### config.mk
export PLATFORM = sky130hd
export DESIGN_NAME = alu_result_stage
export DESIGN_NICKNAME = d
export VERILOG_FILES = /design/src/rtl/alu_pkg.sv /design/src/rtl/alu_res_fifo.sv /design/src/rtl/alu_result_stage.sv
export SDC_FILE = /design/constraint.sdc
export NUM_CORES = 1
export LEC_CHECK = 0
export CORE_AREA = 5 5 94 96
export CTS_CLUSTER_DIAMETER = 120
export DETAILED_ROUTE_END_ITERATION = 6
export DIE_AREA = 0 0 99 101
export PLACE_DENSITY = 0.93
export SYNTH_ARGS = -nofsm -noshare
export SYNTH_HDL_FRONTEND = slang
export SYNTH_SLANG_ARGS = --single-unit
export TNS_END_PERCENT = 30
### constraint.sdc
create_clock -name clk -period 5.5 [get_ports clk]
set_clock_uncertainty 0.2 [all_clocks]
set_input_delay 0.825 -clock clk [delete_from_list [all_inputs] [get_ports clk]]
set_output_delay 0.825 -clock clk [all_outputs]
set_load 0.02 [all_outputs]
### src/rtl/alu_pkg.sv
// Shared definitions for the 16-bit flag ALU and its result stage.
//   - opcode encodings (ADD..POW)
//   - alu_flags_t : packed {s, z, p, v}
//   - alu_entry_t : packed {data, op, flags}, one buffered ALU result
//   - mask_flags  : clears the flags that are undefined for an opcode
package alu_pkg;

  localparam int unsigned AluWidth = 16;

  localparam logic [2:0] OpAdd = 3'b000;
  localparam logic [2:0] OpSub = 3'b001;
  localparam logic [2:0] OpSl  = 3'b010;
  localparam logic [2:0] OpSr  = 3'b011;
  localparam logic [2:0] OpOr  = 3'b100;
  localparam logic [2:0] OpAnd = 3'b101;
  localparam logic [2:0] OpXor = 3'b110;
  localparam logic [2:0] OpPow = 3'b111;

  typedef struct packed {
    logic s;
    logic z;
    logic p;
    logic v;
  } alu_flags_t;

  typedef struct packed {
    logic [AluWidth-1:0] data;
    logic [2:0]          op;
    alu_flags_t          flags;
  } alu_entry_t;

  // Sign is only meaningful for ADD/SUB and overflow only for ADD; anything else is forced
  // to 0. The ternaries select a constant whenever the flag is undefined, so an X on the
  // raw Sign/Overflow inputs never reaches storage.
  function automatic alu_flags_t mask_flags(input logic [2:0] op, input logic sign,
                                            input logic zero, input logic parity,
                                            input logic overflow);
    alu_flags_t f;
    f.s = (op[2:1] == 2'b00) ? sign : 1'b0;
    f.z = zero;
    f.p = parity;
    f.v = (op == OpAdd) ? overflow : 1'b0;
    return f;
  endfunction

endpackage

### src/rtl/alu_res_fifo.sv
// Synchronous FIFO of alu_entry_t.
// Ports:
//   clk, rst      : clock, synchronous active-high reset
//   push, wdata   : write request and entry (ignored when full)
//   pop           : read request (ignored when empty)
//   rdata         : head entry
//   full, empty   : occupancy status
//   count         : number of stored entries
// DEPTH must be a power of two >= 2 so the pointers wrap naturally.
module alu_res_fifo
  import alu_pkg::*;
#(
  parameter int unsigned DEPTH = 4
) (
  input  logic                         clk,
  input  logic                         rst,
  input  logic                         push,
  input  alu_entry_t                   wdata,
  input  logic                         pop,
  output alu_entry_t                   rdata,
  output logic                         full,
  output logic                         empty,
  output logic [$clog2(DEPTH+1)-1:0]   count
);

  localparam int unsigned PtrW = $clog2(DEPTH);
  localparam int unsigned CntW = $clog2(DEPTH+1);

  alu_entry_t            mem_q [DEPTH];
  logic [PtrW-1:0]       wptr_q, rptr_q;
  logic [CntW-1:0]       count_q;
  logic                  do_push, do_pop;

  assign full    = (count_q == CntW'(DEPTH));
  assign empty   = (count_q == '0);
  assign do_push = push && !full;
  assign do_pop  = pop && !empty;
  assign rdata   = mem_q[rptr_q];
  assign count   = count_q;

  // Storage is reset too, so the head reads as all-zero straight after reset.
  always_ff @(posedge clk) begin
    if (rst) begin
      for (int i = 0; i < DEPTH; i++) mem_q[i] <= '0;
      wptr_q  <= '0;
      rptr_q  <= '0;
      count_q <= '0;
    end else begin
      if (do_push) begin
        mem_q[wptr_q] <= wdata;
        wptr_q        <= wptr_q + 1'b1;
      end
      if (do_pop) rptr_q <= rptr_q + 1'b1;
      unique case ({do_push, do_pop})
        2'b10:   count_q <= count_q + 1'b1;
        2'b01:   count_q <= count_q - 1'b1;
        default: count_q <= count_q;
      endcase
    end
  end

endmodule

### src/rtl/alu_result_stage.sv
// Registered result/flag capture stage downstream of the 16-bit flag ALU.
// Masks undefined flags per opcode, buffers entries in a FIFO and hands them to the
// writeback consumer with valid/ready.
// Ports:
//   clk, rst                      : clock, synchronous active-high reset
//   In_valid / In_ready           : upstream handshake (In_ready = !full, 0 in reset)
//   Alu_out, Op                   : ALU result and opcode
//   Sign, Zero, Parity, Overflow  : raw ALU flags (Sign/Overflow may be X)
//   Res_valid / Res_ready         : downstream handshake
//   Res_data, Res_op, Res_flags   : head entry, flags as {S,Z,P,V}
//   Count                         : FIFO occupancy
//   Sticky, Sticky_clr            : accumulated flags and their clear
// Configuration: define STICKY_FLAGS_EN to build the sticky register; otherwise Sticky is
// tied to 0 and Sticky_clr is ignored.
module alu_result_stage
  import alu_pkg::*;
#(
  parameter int unsigned DEPTH = 4,
  parameter int unsigned WIDTH = AluWidth  // must match the package entry width
) (
  input  logic                         clk,
  input  logic                         rst,
  input  logic                         In_valid,
  output logic                         In_ready,
  input  logic [WIDTH-1:0]             Alu_out,
  input  logic [2:0]                   Op,
  input  logic                         Sign,
  input  logic                         Zero,
  input  logic                         Parity,
  input  logic                         Overflow,
  output logic                         Res_valid,
  input  logic                         Res_ready,
  output logic [WIDTH-1:0]             Res_data,
  output logic [2:0]                   Res_op,
  output logic [3:0]                   Res_flags,
  output logic [$clog2(DEPTH+1)-1:0]   Count,
  output logic [3:0]                   Sticky,
  input  logic                         Sticky_clr
);

  alu_flags_t masked;
  alu_entry_t wentry, head;
  logic       full, empty, push, pop;
  logic       out_of_reset_q;

  // Holds In_ready low during reset and for the reset cycle itself.
  always_ff @(posedge clk) begin
    if (rst) out_of_reset_q <= 1'b0;
    else     out_of_reset_q <= 1'b1;
  end

  assign masked = mask_flags(Op, Sign, Zero, Parity, Overflow);
  assign wentry = '{data: Alu_out, op: Op, flags: masked};

  assign In_ready  = out_of_reset_q && !full;
  assign Res_valid = !empty;
  assign push      = In_valid && In_ready;
  assign pop       = Res_valid && Res_ready;

  alu_res_fifo #(
    .DEPTH (DEPTH)
  ) u_fifo (
    .clk   (clk),
    .rst   (rst),
    .push  (push),
    .wdata (wentry),
    .pop   (pop),
    .rdata (head),
    .full  (full),
    .empty (empty),
    .count (Count)
  );

  assign Res_data  = head.data;
  assign Res_op    = head.op;
  assign Res_flags = head.flags;

`ifdef STICKY_FLAGS_EN
  logic [3:0] sticky_q;

  // A clear coincident with a push restarts accumulation from the pushed flags.
  always_ff @(posedge clk) begin
    if (rst) begin
      sticky_q <= '0;
    end else if (Sticky_clr) begin
      sticky_q <= push ? masked : 4'b0000;
    end else if (push) begin
      sticky_q <= sticky_q | masked;
    end
  end

  assign Sticky = sticky_q;
`else
  logic unused_sticky_clr;
  assign unused_sticky_clr = Sticky_clr;
  assign Sticky            = 4'b0000;
`endif

endmodule

==> parameters.txt <==
Parameter                              Value

Outcome
  Result of the run ... finished clean

Critical path
  Type of element launching the critical path ... flip-flop
  Classification of the worst setup path ... flip-flop to primary output
  Start of the worst register-to-register path ... u_fifo.wptr_q[0]
  Crit path arrival time ... 2.54 ns
  Critical Path RT ... 4.47 ns
  Path depth of the worst reg2reg path ... 3
  R2R Setup Slk ... 2.60 ns
  Worst R2R End ... u_fifo.mem_q[1][20]
  Largest fanout on the critical path ... 23
  CP Capture Type ... primary output

Power
  Largest vdd supply drop ... 321.6 µV
  Overall power consumption ... 2.030 mW
  Power Density ... 382.0 mW/mm²
  P_leak ... 2.066 nW

STA
  Minimum clock period ... 3.565 ns
  Max transition margin ... 0.2071
  Hold Vio Cnt, Final ... 0
  Summed negative setup slack over all endpoints ... 0 ns
  Final number of setup-violating endpoints ... 0
  Pins over their slew limit ... 0
  Setup repair after global routing missed its margin ... no
  Fraction of the cycle the final worst path needs ... 0.6482
  Slew at the pin with the worst max-slew slack ... 1.188 ns
  Maximum clock frequency ... 280.5 MHz
  Worst-case setup margin in the final layout ... 1.935 ns

Clock network
  Hold Buf Count CTS ... 0
  H-tree Lvls ... 3
  Clock input transition at the sequential cells of the worst setup and hold paths ... 0.09 ns
  Clock tree root driver cell ... sky130_fd_sc_hd__clkbuf_8
  CTS resizes ... 0
  Worst-skew pair later-pin latency ... 0.36 ns
  Clock tree sinks ... 102
  Max Buffers Root-to-Sink ... 2
  Number of setup buffers added after CTS ... 0
  Number of buffers created by CTS ... 9
  TritonCTS clock tree ... yes

Finish
  Fraction of layout cells with a size suffix above 1 ... 0.1337
  Final standard cell utilization of the core ... 0.6668
  Area delta synth->final ... 16.64%
  Final #Nets ... 369
  Fill cell instance count of the final layout ... 522
  Count of antenna diodes in the layout ... 0

Yosys
  Per-instance average area after synthesis ... 15.55 µm²
  Post-synthesis cell count ... 293
  Dominant cells by area after synthesis ... sky130_fd_sc_hd__edfxtp_1, sky130_fd_sc_hd__mux4_2, sky130_fd_sc_hd__and3_1
  Synthesis-stage register bit count ... 102
  Syn. warnings ... 0
  Cell type with the largest total area after synthesis ... sky130_fd_sc_hd__edfxtp_1
  Cell with the most instances after synthesis ... sky130_fd_sc_hd__edfxtp_1
  Synthesized area ... 0.004556 mm²
  List of most frequent post-synthesis cells ... sky130_fd_sc_hd__edfxtp_1, sky130_fd_sc_hd__and3_1, sky130_fd_sc_hd__and2_1, sky130_fd_sc_hd__mux4_2, sky130_fd_sc_hd__nor2_1
  Number of enable-type register cells in the synthesized netlist ... 92
  Async set-or-reset flop fraction in the synthesized netlist ... 0
  Portion of synthesized cell area occupied by the leading cell type ... 0.6064
  Dominant synthesized flop cell ... sky130_fd_sc_hd__edfxtp_1
  Post-synth cell types ... 36
  Part of the Yosys area used for sequential elements ... 0.6504

Global routing
  Number of antenna violations at the first check in global routing ... 0
  Overall fraction of global-route tracks in use ... 0.1844
  Pin count of the biggest net entering global routing ... 85
  Total global routing overflow ... 0
  Vias in the first global route ... 2690
  Global-route wire length before repair ... 13860 µm

Route
  Routed via count ... 2593
  DR iter-0 viols ... 180
  Post-detailed-route count of antenna-violating nets ... 0
  DRT Pass-1 Iters ... 4
  Ratio of routed vias to standard cells ... 5.775
  Number of remaining DRC errors ... 0
  Average wire per standard cell ... 19.48 µm
  Routed WL ... 8746 µm

Floorplanning
  Initial Utilization ... 0.5717
  Die ar. ... 0.009999 mm²
  Die width ... 99 µm
  Std-Cell Rows ... 33
  CORE AREA ... 0.007969 mm²
  Die outline height ... 101 µm
  Top-level I/O count ... 60

Hold path
  Hold Crit Depth ... 2
  Worst min-delay path startpoint ... u_fifo.rptr_q[1]
  Class of the tightest hold or removal check ... flip-flop to flip-flop

Placed design
  Detail Placement HPWL ... 5320 µm
  Number of port buffers ... 54
  Routability cong. ... 0.7347
  Post-placement setup slack ... 2.174 ns

Job
  Number of max-capacitance violations reported ... 0
worst max path at each step:
stage	endpoint	start	slack [ns]
final	Res_data[1]	flip-flop	1.94
after global routing	Res_data[1]	flip-flop	1.80
after global placement	u_fifo.mem_q[1][14]	rst	2.27
after floorplan	u_fifo.count[2]	In_valid	3.00
after detailed placement	u_fifo.mem_q[1][14]	rst	2.17
after CTS	Res_data[1]	flip-flop	1.87
critical path: stages (launching register included):
cell	delay (ns)
sky130_fd_sc_hd__dfxtp_1	1.12
sky130_fd_sc_hd__mux4_2	0.42
sky130_fd_sc_hd__clkdlybuf4s50_1	0.64
cells by family (layout without fill, tap and decap cells):
logic type	Yosys count	after routing	share of synthesized area
buffers and inverters	31	79	0.04147
flip-flops	102	102	0.6504
AND/OR/NAND/NOR	118	118	0.1618
other	1	4	0.0008232
multiplexers	23	23	0.1137
AO/OA/AOI/OAI	12	12	0.01703
adder cells (fa/ha/maj)	2	2	0.007141
XOR/XNOR	4	4	0.007692
metrics by stage:
step / instance area, µm² / cells / hold WS (ns)
2_1_floorplan: 4567 / 296 / 0.2847
3_3_place_gp: 5100 / 433 / 0.3066
3_5_place_dp: 5100 / 433 / 0.3204
4_1_cts: 5314 / 449 / 0.3424
5_1_grt: 5314 / 449 / 0.3970
6_report: 5314 / 449 / 0.3443
flip-flops by register name (all words and copies together) (netlist names), named ones only:
signal and flops:
u_fifo.mem_q 92, u_fifo.count 3, u_fifo.rptr_q 2, out_of_reset_q 1, u_fifo.wptr_q 2
layout by cell type, fill, tap and decap left out, drive strengths merged, types with 5 or more instances in the layout:
cell and instances:
clkbuf 10, and2 23, and3 63, clkdlybuf4s50 54, dfxtp 10, edfxtp 92
inv 5, mux4 23, nor2 11, nor3b 5
power by group:
group	internal (mW)	switching [mW]
clock network	0.255	0.248
logic	0.289	0.241
registers	0.907	0.0889
total	1.45	0.578
layer usage:
| metal | track usage | up-vias | wire length (µm) |
|---|---|---|---|
| met2 | 0.3156 | 72 | 4667 |
| met4 | 0.08088 | 0 | 162 |
| met1 | 0.2296 | 1303 | 3523 |
| met5 | 0 | - | 0 |
| li1 | - | 1206 | - |
| met3 | 0.03529 | 12 | 393 |
layout make-up:
cell class | instances | area [µm²] | area share
Clock inverter | 6 | 86.33 | 0.01625
Sequential cell | 102 | 2964 | 0.5578
Multi-Input combinational cell | 163 | 1415 | 0.2663
Clock buffer | 10 | 127.6 | 0.02402
Inverter | 5 | 18.77 | 0.003532
Tap cell | 105 | 131.4 | 0.02472
Timing Repair Buffer | 58 | 570.5 | 0.1074
No activity file was read; power rests on OpenSTA's default activity.
